**src/rtl/pc_seq_unit.sv**
```systemverilog
// pc_seq_unit: fetch-stage program-counter sequencer with stall, redirect, trap/EPC capture and halt FSM.
// Optional return-address stack is built when PC_RAS_EN is defined.
module pc_seq_unit #(
    parameter int unsigned      WIDTH        = 32,
    parameter logic [WIDTH-1:0] RESET_VECTOR = 32'h0000_0000,
    parameter logic [WIDTH-1:0] TRAP_VECTOR  = 32'h0000_0080,
    parameter int unsigned      INC          = 4,
    parameter int unsigned      RAS_DEPTH    = 4
) (
    input  logic             CLK,
    input  logic             reset,
    input  logic             fetch_ready,
    output logic             pc_valid,
    output logic [WIDTH-1:0] pc,
    input  logic             stall,
    input  logic             redirect_en,
    input  logic [WIDTH-1:0] redirect_pc,
    input  logic             trap,
    output logic [WIDTH-1:0] epc,
    output logic             misalign,
    input  logic             halt_req,
    input  logic             resume,
    output logic             halted
`ifdef PC_RAS_EN
    ,
    input  logic             ras_push,
    input  logic             ras_pop,
    output logic             ras_empty
`endif
);

    localparam logic [WIDTH-1:0] STEP       = WIDTH'(INC);
    localparam logic [WIDTH-1:0] ALIGN_MASK = WIDTH'(INC - 1);

    typedef enum logic {
        RUN  = 1'b0,
        HALT = 1'b1
    } state_t;

    // INC must be a non-zero power of two; the stack needs at least one entry
    if (INC == 0 || (INC & (INC - 1)) != 0 || RAS_DEPTH == 0) begin : g_bad_param
        $error("pc_seq_unit: illegal INC or RAS_DEPTH");
    end

    state_t           state_q, state_d;
    logic [WIDTH-1:0] pc_d, epc_d;
    logic             misalign_d;
    logic             fire, target_bad;

    assign fire       = pc_valid & fetch_ready;
    assign target_bad = |(redirect_pc & ALIGN_MASK);

`ifdef PC_RAS_EN
    localparam int unsigned      PTR_W = (RAS_DEPTH > 1) ? $clog2(RAS_DEPTH) : 1;
    localparam int unsigned      CNT_W = $clog2(RAS_DEPTH + 1);
    localparam logic [PTR_W-1:0] LAST  = PTR_W'(RAS_DEPTH - 1);

    logic [WIDTH-1:0] ras_mem [RAS_DEPTH];
    logic [PTR_W-1:0] ras_top, ras_top_d, ras_wr_idx;
    logic [CNT_W-1:0] ras_cnt, ras_cnt_d;
    logic             ras_wr, ras_flush, pop_ok, push_ok;

    assign ras_flush = trap | (redirect_en & target_bad);
    assign pop_ok    = ras_pop & ~ras_empty & ~trap & ~redirect_en;
    assign push_ok   = ras_push & fire & ~stall & ~ras_flush;

    // Circular stack: a push when full silently overwrites the oldest entry
    always_comb begin
        ras_top_d  = ras_top;
        ras_cnt_d  = ras_cnt;
        ras_wr     = 1'b0;
        ras_wr_idx = ras_top;
        if (ras_flush) begin
            ras_cnt_d = '0;
        end else if (pop_ok && push_ok) begin
            ras_wr = 1'b1;
        end else if (pop_ok) begin
            ras_top_d = (ras_top == '0) ? LAST : ras_top - PTR_W'(1);
            ras_cnt_d = ras_cnt - CNT_W'(1);
        end else if (push_ok) begin
            ras_top_d  = (ras_top == LAST) ? '0 : ras_top + PTR_W'(1);
            ras_wr_idx = ras_top_d;
            ras_wr     = 1'b1;
            if (ras_cnt != CNT_W'(RAS_DEPTH)) begin
                ras_cnt_d = ras_cnt + CNT_W'(1);
            end
        end
    end

    always_ff @(posedge CLK) begin
        if (reset) begin
            ras_top   <= '0;
            ras_cnt   <= '0;
            ras_empty <= 1'b1;
        end else begin
            ras_top   <= ras_top_d;
            ras_cnt   <= ras_cnt_d;
            ras_empty <= (ras_cnt_d == '0);
        end
    end

    always_ff @(posedge CLK) begin
        if (ras_wr) begin
            ras_mem[ras_wr_idx] <= pc + STEP;
        end
    end
`endif

    // Next-state and next-PC selection, highest priority first
    always_comb begin
        state_d    = state_q;
        pc_d       = pc;
        epc_d      = epc;
        misalign_d = misalign;

        case (state_q)
            RUN:     if (halt_req) state_d = HALT;
            HALT:    if (resume)   state_d = RUN;
            default: state_d = RUN;
        endcase

        if (trap) begin
            epc_d = pc;
            pc_d  = TRAP_VECTOR;
        end else if (redirect_en && target_bad) begin
            epc_d      = redirect_pc;
            pc_d       = TRAP_VECTOR;
            misalign_d = 1'b1;
        end else if (redirect_en) begin
            pc_d       = redirect_pc;
            misalign_d = 1'b0;
`ifdef PC_RAS_EN
        end else if (pop_ok) begin
            pc_d = ras_mem[ras_top];
`endif
        end else if (halt_req && state_q == RUN) begin
            pc_d = pc;
        end else if (fire && !stall) begin
            pc_d = pc + STEP;
        end
    end

    always_ff @(posedge CLK) begin
        if (reset) begin
            state_q  <= RUN;
            pc       <= RESET_VECTOR;
            epc      <= '0;
            misalign <= 1'b0;
            pc_valid <= 1'b1;
            halted   <= 1'b0;
        end else begin
            state_q  <= state_d;
            pc       <= pc_d;
            epc      <= epc_d;
            misalign <= misalign_d;
            pc_valid <= (state_d == RUN);
            halted   <= (state_d == HALT);
        end
    end

endmodule

```
**config.mk**
```make
export PLATFORM = sky130hd
export DESIGN_NAME = pc_seq_unit
export DESIGN_NICKNAME = d
export VERILOG_FILES = /design/src/rtl/pc_seq_unit.sv
export SDC_FILE = /design/constraint.sdc
export NUM_CORES = 1
export LEC_CHECK = 0
export CELL_PAD_IN_SITES_DETAIL_PLACEMENT = 2
export CELL_PAD_IN_SITES_GLOBAL_PLACEMENT = 2
export CORE_MARGIN = 2
export CORE_UTILIZATION = 28
export DETAILED_ROUTE_END_ITERATION = 8
export GPL_TIMING_DRIVEN = 0
export PLACE_DENSITY_LB_ADDON = 0.1
export REMOVE_ABC_BUFFERS = 1
export SETUP_SLACK_MARGIN = 0.4
export SLEW_MARGIN = 10
export SYNTH_ARGS = -nofsm -noshare
export SYNTH_HDL_FRONTEND = slang
export SYNTH_SLANG_ARGS = --single-unit
export TNS_END_PERCENT = 1
```
**constraint.sdc**
```tcl
create_clock -name CLK -period 3.9 [get_ports CLK]
set_input_delay 0.78 -clock CLK [delete_from_list [all_inputs] [get_ports CLK]]
set_output_delay 0.78 -clock CLK [all_outputs]
set_load 0.01 [all_outputs]
```
* After elaboration in Yosys (flattened, before gate mapping)
Cells that the tools add are included.
** Operators by class
- Reduce and logical (&&, ||, !) cells :: 13
- Mux-type cells :: 12
- Equality and inequality tests :: 2
- Bitwise logic cells :: 4
- Add/subtract/negate cells :: 1
** Operators with widths (number)
- 32-bit 2-to-1 mux :: 5
- 32-bit by 3-bit adder with 32-bit output, second input constant :: 1
- 8-bit 2-to-1 mux :: 2
- 2-bit AND reduction :: 3
- 2-bit nonzero test :: 3
- 1-bit 2-to-1 mux :: 4
- 4-bit != test, second input constant :: 1
- 4-bit nonzero test :: 1
- 1-bit logical AND :: 3
- 1-bit NOT :: 3
- 3-bit OR reduction :: 1
- 2-bit != test, second input constant :: 1
- 1-bit one-hot mux with 2 select lines :: 1
- 2-bit OR reduction :: 1
- 1-bit bitwise AND :: 1
- 1-bit zero test :: 1
** Word-level totals
- Register bits :: 67
- Input bits :: 40
- Logic and storage cells :: 38

* Depth between registers and ports, before layout
Gate-level depths: netlist of the first run.
- Depth after elaboration :: 7
- Gate-level depth with buffers :: 7
- Mapped depth without buffers :: 6

* Worst setup path before layout of the first run
Ideal clock, no wire load.
- Path kind :: in2reg
- Start :: in halt_req
- End :: reg pc[24]
- Arrival time :: 1.970 ns
- Slack :: 1.797 ns
- Stages :: 7
- Required time :: 3.767 ns
- Buffers on the path :: 2
- Path through :: nor2b_1 > buf_6 > or2_2 > buf_2 > nor4_4 > xnor2_1 > a21oi_1
** Between the ends
- Word-level cells in the longest chain between the ends :: 3
** RTL lines
- from (decl) :: RTL line 21 : input logic halt_req,
- 1-bit logical AND :: RTL line 136 : end else if (halt_req && state_q == RUN) begin
- 2-bit != test (no source line)
- 2-bit AND reduction (no source line)
- to (signal assigned) :: RTL line 153 : pc <= pc_d;
- to (decl) :: RTL line 14 : output logic [WIDTH-1:0] pc,
No other way between the ends.
A chain may end at the register's enable or synchronous reset.

* Worst setup path after layout of the first run
- Start :: in redirect_en
- End :: reg pc[31]
** Between the ends
- Word-level cells in the longest chain between the ends :: 2
** RTL lines
- from (decl) :: RTL line 16 : input logic redirect_en,
- 2-bit != test (no source line) (tied with other cells)
- 2-bit AND reduction (no source line) or 3-bit OR reduction (tied branches)
Several ways; a longest one is shown, not always the timed one.

==> results of run 1 <==
[cells by family (layout without fill, tap and decap cells)]
kind of cell               Yosys count  after routing  share of synthesized area (%)
adders and majority gates            1              1                          0.375
AOI/OAI and AO/OA                   89             89                           14.1
muxes                               32             32                           9.60
buffers and inverters               28            126                           3.56
DFF                                 67             67                           40.2
and+or+nand+nor                    156            156                           25.1
xor gates and xnor gates            27             27                           7.08
[flip-flops by register name, indices dropped and copies added (netlist names), named ones only]
| signal | flops |
|---|---|
| pc_valid | 1 |
| pc | 30 |
| misalign | 1 |
| epc | 32 |
| state_q | 1 |
[worst max path at each step]
| stage | end | depth (start not counted) | slack, ns |
|---|---|---|---|
| floorplan | pc[31]$_SDFFE_PP0P_ | 5 | 0.70 |
| global placement | pc[31]$_SDFFE_PP0P_ | 6 | -0.85 |
| detailed placement | pc[27]$_SDFFE_PP0P_ | 4 | 0.11 |
| CTS | pc[27]$_SDFFE_PP0P_ | 4 | 0.45 |
| global route | pc[31]$_SDFFE_PP0P_ | 6 | 0.59 |
| finish | pc[31]$_SDFFE_PP0P_ | 6 | 0.80 |
[worst max-delay path, stage by stage]
cell and delay (ns):
clkdlybuf4s50_1 0.76, o21ai_4 0.52, and2_2 0.57, nand3_1 0.15, or4_1 0.46, nand3_1 0.10
[metrics by stage]
| stage | setup WS [ns] | hold slack [ns] |
|---|---|---|
| 3_3_place_gp | -0.847 | 0.480 |
| 3_5_place_dp | 0.107 | 0.487 |
| 5_1_grt | 0.588 | 0.514 |
| 6_report | 0.799 | 0.493 |
| 4_1_cts | 0.452 | 0.501 |
| 2_1_floorplan | 0.705 | 0.512 |
[metal layers]
layer / routed length (um) / vias up / share of wire [%] / track usage, %
met4: 107 / 0 / 0.95 / 4.07
met1: 5190 / 1604 / 46 / 23.6
met2: 5500 / 74 / 49 / 31.1
li1: - / 1577 / - / -
met3: 486 / 8 / 4.3 / 4.28
met5: 0 / - / 0 / 0
[what timing repair did]
action	CTS	global route
buffers inserted	0	0
gates resized for setup	0	1
endpoints found under the setup margin	0	1
[cells in the mapped netlist]
| cell | number |
|---|---|
| nor4_2 | 3 |
| nand2_1 | 22 |
| nor2_1 | 72 |
| nand4_4 | 1 |
| nor4_4 | 2 |
| nand3b_4 | 1 |
| clkinv_1 | 1 |
| xor2_1 | 17 |
| or2_2 | 2 |
| o21ai_0 | 26 |
| nand3_2 | 1 |
| and4_1 | 1 |
| o21ai_2 | 1 |
| nand4_1 | 12 |
| nor4b_1 | 1 |
| o21ai_1 | 2 |
| buf_6 | 1 |
| nor2b_1 | 1 |
| mux2i_1 | 32 |
| and2_0 | 1 |
| nor3_4 | 1 |
| nand3b_1 | 1 |
| nor3_1 | 4 |
| o21ba_2 | 1 |
| ha_1 | 1 |
| or3_1 | 1 |
| and2_1 | 5 |
| inv_1 | 2 |
| nand3_1 | 15 |
| clkbuf_1 | 14 |
| nor4b_4 | 1 |
| and3_1 | 6 |
| or4_1 | 1 |
| or3_4 | 1 |
| a21oi_1 | 53 |
| buf_1 | 5 |
| a311oi_1 | 1 |
| xnor2_1 | 10 |
| o211ai_1 | 1 |
| a211oi_1 | 4 |
| buf_2 | 5 |
| dfxtp_1 | 67 |
[final cells by class]
cell class                      instances  share of cell area, %
Inverter                                3                  0.236
Clock buffer                           12                   5.16
Sequential cell                        67                   28.1
Tap cell                              143                   3.74
Timing Repair Buffer                  108                   23.0
Clock inverter                          3                  0.314
Multi-Input combinational cell        305                   39.5
[where the power goes]
group / switching [uW] / total (uW) / leakage (uW) / internal, uW
Sequential: 27.9 / 738 / 0.000546 / 710
Clock: 302 / 744 / 0.000132 / 441
Combinational: 117 / 239 / 0.00113 / 122
==> results.sh, run 1 <==
export IMPL_status="finished, violations left"
export IMPL_violations="DRC"
export IMPL_p_leak_uw=0.00180
export IMPL_relSlewSlack_pct=40.6
export IMPL_antenna_found_initial=0
export IMPL_dieArea_um2=12800
export IMPL_ys_top_cells_by_area="dfxtp_1 40%, mux2i_1 9.6%, nor2_1 8.1%"
export IMPL_cp_end_kind="flop"
export IMPL_final_util_pct=41.5
export IMPL_r2r_start="pc[4]$_SDFFE_PP0P_"
export IMPL_cts_htree_levels=3
export IMPL_finalInstanceArea_um2=4780
export IMPL_root_buffer="clkbuf_16"
export IMPL_synth_seq_cells=67
export IMPL_worstPathMaxFanout=21
export IMPL_setup_viol_count_final=0
export IMPL_cp_data_required_time_ns=4.16
export IMPL_final_cell_mix="104 x clkdlybuf4s50_1, 72 x nor2_1, 67 x dfxtp_1, 53 x a21oi_1, 32 x mux2i_1"
export IMPL_ff2ff_path_depth=5
export IMPL_start_util_pct=29.0
export IMPL_die_x_um=113
export IMPL_syn_avg_cell_area_um2=8.35
export IMPL_grt_pass1_wl_um=18800
export IMPL_netlist_top_cell_by_area="dfxtp_1"
export IMPL_period_minus_slack_ns=3.10
export IMPL_netlist_area_um2=3340
export IMPL_clkSinkCount=67
export IMPL_multi_input_area_um2=1890
export IMPL_rsz0062_at_grt="no"
export IMPL_worstSetupStartpointType="input port"
export IMPL_synth_top_area_share_pct=40.2
export IMPL_clock_latency_ns=0.33
export IMPL_fill_cells=1305
export IMPL_antenna_cells=0
export IMPL_avgViaCountPerCell=5.09
export IMPL_hpwl_um=8040
export IMPL_setup_worst_path_start="redirect_en"
export IMPL_cts_buffers=9
export IMPL_drive_gt1_share_pct=6.83
export IMPL_clk_pin_slew_ns=0.06
export IMPL_grt_usage_pct=18.3
export IMPL_drtPass1Iterations=6
export IMPL_post_drt_wl_per_cell_um=17.6
export IMPL_drc=5
export IMPL_vias=3263
export IMPL_fin_worst_skew_ns=0.00784
export IMPL_hold_violations=0
export IMPL_io_pins=107
export IMPL_clockBufferDepth=2
export IMPL_power_uw=1720
export IMPL_fin_cells=641
export IMPL_synth_cell_types=42
export IMPL_cp_arrival_ns=3.37
export IMPL_worst_r2r_endpoint="pc[31]$_SDFFE_PP0P_"
export IMPL_place_inst=626
export IMPL_dr_first_iter_drc_count=105
export IMPL_maxCapViolations=0
export IMPL_slew_viol_final=0
export IMPL_yosys_warnings=0
export IMPL_chipHeight_um=113
export IMPL_drt_total_wl_um=11300
export IMPL_port_buffers=106
export IMPL_gp_congestion=0.737
export IMPL_fin_nets=535
export IMPL_finalCritPeriodShare_pct=79.5
export IMPL_core_area_um2=11500
export IMPL_ir_drop_mv=0.150
export IMPL_critPathKind="in2reg"
export IMPL_min_path_type="reg2reg"
export IMPL_grt_pass1_vias=3550
export IMPL_clock_fmax_mhz=323
export IMPL_tns_ns=0
export IMPL_grt_overflow=0
export IMPL_ys_seq_area_share_pct=40.2
export IMPL_p_per_area_nw_per_um2=360
export IMPL_final_common_cell="clkdlybuf4s50_1"
export IMPL_netlist_instances=400
export IMPL_grt_start_max_net_pins=45
export IMPL_tightest_slew_ns=0.889
export IMPL_hold_path_cell_count=1
export IMPL_cts_tree="done"
export IMPL_placed_area_um2=4520
export IMPL_holdBufCountCts=0
export IMPL_r2r_slack_ns=1.71
export IMPL_area_growth_pct=43.1
export IMPL_rows=39
export IMPL_route_antenna_remaining_nets=0
export IMPL_seqCellArea_um2=1340
Power figures use the tool's default switching activity.
==> inputs of run 2 (changes only) <==
Settings changed: CORE_UTILIZATION 28 to 26.
Clock period 3.9 ns to 2.9 ns, I/O delays scaled along.
==> results.sh, run 2 (synthesis results as in run 1) <==
export IMPL_fin_worst_skew_ns=0.00524
export IMPL_clkSinkCount=67
export IMPL_io_pins=107
export IMPL_maxCapViolations=0
export IMPL_finalCritPeriodShare_pct=80.1
export IMPL_hold_violations=0
export IMPL_fin_nets=536
export IMPL_drt_total_wl_um=11300
export IMPL_final_util_pct=38.6
export IMPL_top_regs="epc x32, pc x30"
export IMPL_drc=0
export IMPL_avgViaCountPerCell=4.86
export IMPL_fin_cells=672
export IMPL_antenna_cells=0
export IMPL_gp_congestion=0.728
export IMPL_die_x_um=117
export IMPL_period_minus_slack_ns=2.32
export IMPL_final_common_cell="clkdlybuf4s50_1"
export IMPL_rsz0062_at_grt="yes"
export IMPL_setup_viol_count_final=0
export IMPL_final_cell_mix="103 x clkdlybuf4s50_1, 72 x nor2_1, 67 x dfxtp_1, 53 x a21oi_1, 32 x mux2i_1"
export IMPL_grt_start_max_net_pins=45
export IMPL_root_buffer="clkbuf_16"
export IMPL_core_area_um2=12600
export IMPL_grt_pass1_wl_um=18800
export IMPL_cts_buffers=9
export IMPL_cts_htree_levels=3
export IMPL_worstPathMaxFanout=21
export IMPL_vias=3264
export IMPL_dr_first_iter_drc_count=88
export IMPL_largest_reg_flops=32
export IMPL_largest_register="epc"
export IMPL_cp_arrival_ns=2.59
export IMPL_status="completed"
export IMPL_critPathKind="in2reg"
export IMPL_area_growth_pct=45.5
export IMPL_tightest_slew_ns=0.807
export IMPL_worstSetupStartpointType="input port"
export IMPL_port_buffers=106
export IMPL_route_antenna_remaining_nets=0
export IMPL_drtPass1Iterations=4
export IMPL_grt_usage_pct=17.0
export IMPL_ir_drop_mv=0.250
export IMPL_p_leak_uw=0.00182
export IMPL_rows=41
export IMPL_place_inst=655
export IMPL_p_per_area_nw_per_um2=489
export IMPL_cp_end_kind="flop"
export IMPL_slew_viol_final=0
export IMPL_drive_gt1_share_pct=7.40
export IMPL_cts_tree="done"
export IMPL_chipHeight_um=117
export IMPL_clk_pin_slew_ns=0.05
export IMPL_grt_overflow=0
export IMPL_antenna_found_initial=0
export IMPL_dieArea_um2=13800
export IMPL_clock_latency_ns=0.33
export IMPL_clock_fmax_mhz=430
export IMPL_grt_pass1_vias=3571
export IMPL_min_path_type="reg2reg"
export IMPL_clockBufferDepth=2
export IMPL_start_util_pct=26.6
export IMPL_relSlewSlack_pct=46.2
export IMPL_cp_data_required_time_ns=3.17
export IMPL_post_drt_wl_per_cell_um=16.8
export IMPL_hpwl_um=8240
[run 2: cell count changes in the layout (fill, tap and decap cells not counted), sizes merged]
| cell | change |
|---|---|
| clkbuf | +3 |
| clkdlybuf4s50 | -1 |
| clkinv | -1 |
| buf | +1 |
| dlygate4sd2 | +1 |
| inv | -1 |
[run 2: final cells by class]
| class | instances | area [um^2] |
|---|---|---|
| repair buffers | 109 | 1100 |
| multi-input cells | 305 | 1890 |
| well taps | 172 | 215 |
| clock buffers | 15 | 288 |
| clock inverters | 1 | 5.00 |
| fillers | 1428 | 7710 |
| inverters | 3 | 12.5 |
| flip-flops and latches | 67 | 1340 |
[run 2: metal layers]
layer / track usage, % / vias to the layer above / part of all wire, %
li1: - / 1584 / -
met1: 20.1 / 1606 / 44
met2: 30.8 / 63 / 52
met3: 3.79 / 11 / 3.5
met4: 4.74 / 0 / 1.1
met5: 0 / - / 0
[run 2: critical path, stage by stage]
cell	delay, ns
clkdlybuf4s50_1	0.48
o21ai_4	0.23
buf_16	0.20
and2_2	0.44
nand3_1	0.13
or4_1	0.43
nand3_1	0.09
[run 2: power by group]
part	internal, uW	switching, uW
Sequential	955	36.3
Clock	671	390
Combinational	165	158
[run 2: path summary, 6_finish.rpt]
check	start	endpoint	slack (ns)	cells after the start
max	redirect_pc[0]	pc[31]$_SDFFE_PP0P_	0.58	7
min	flop	flop	0.50	1
min reg2reg	flop	flop	0.50	1
max reg2reg	pc[3]$_SDFFE_PP0P_	pc[31]$_SDFFE_PP0P_	0.80	5
[run 2: metrics by stage]
step / setup TNS (ns) / hold slack [ns] / worst slack (ns) / total power, uW / instance area [um^2]
final: 0 / 0.502 / 0.577 / 2380 / 4860
after detailed placement: -13.92 / 0.498 / -0.667 / 1340 / 4550
after CTS: 0 / 0.505 / 0.508 / 2430 / 4850
after floorplan: -0.0952 / 0.512 / -0.0952 / 1140 / 3230
after global routing: 0 / 0.522 / 0.399 / 2500 / 4860
after global placement: -64.71 / 0.495 / -1.67 / 1320 / 4510
[run 2: timing repair]
action	CTS	global route
setup buffers	1	0
hold buffers	0	0
endpoints found under the setup margin	29	3
resized for setup	3	1
pin swaps	0	0
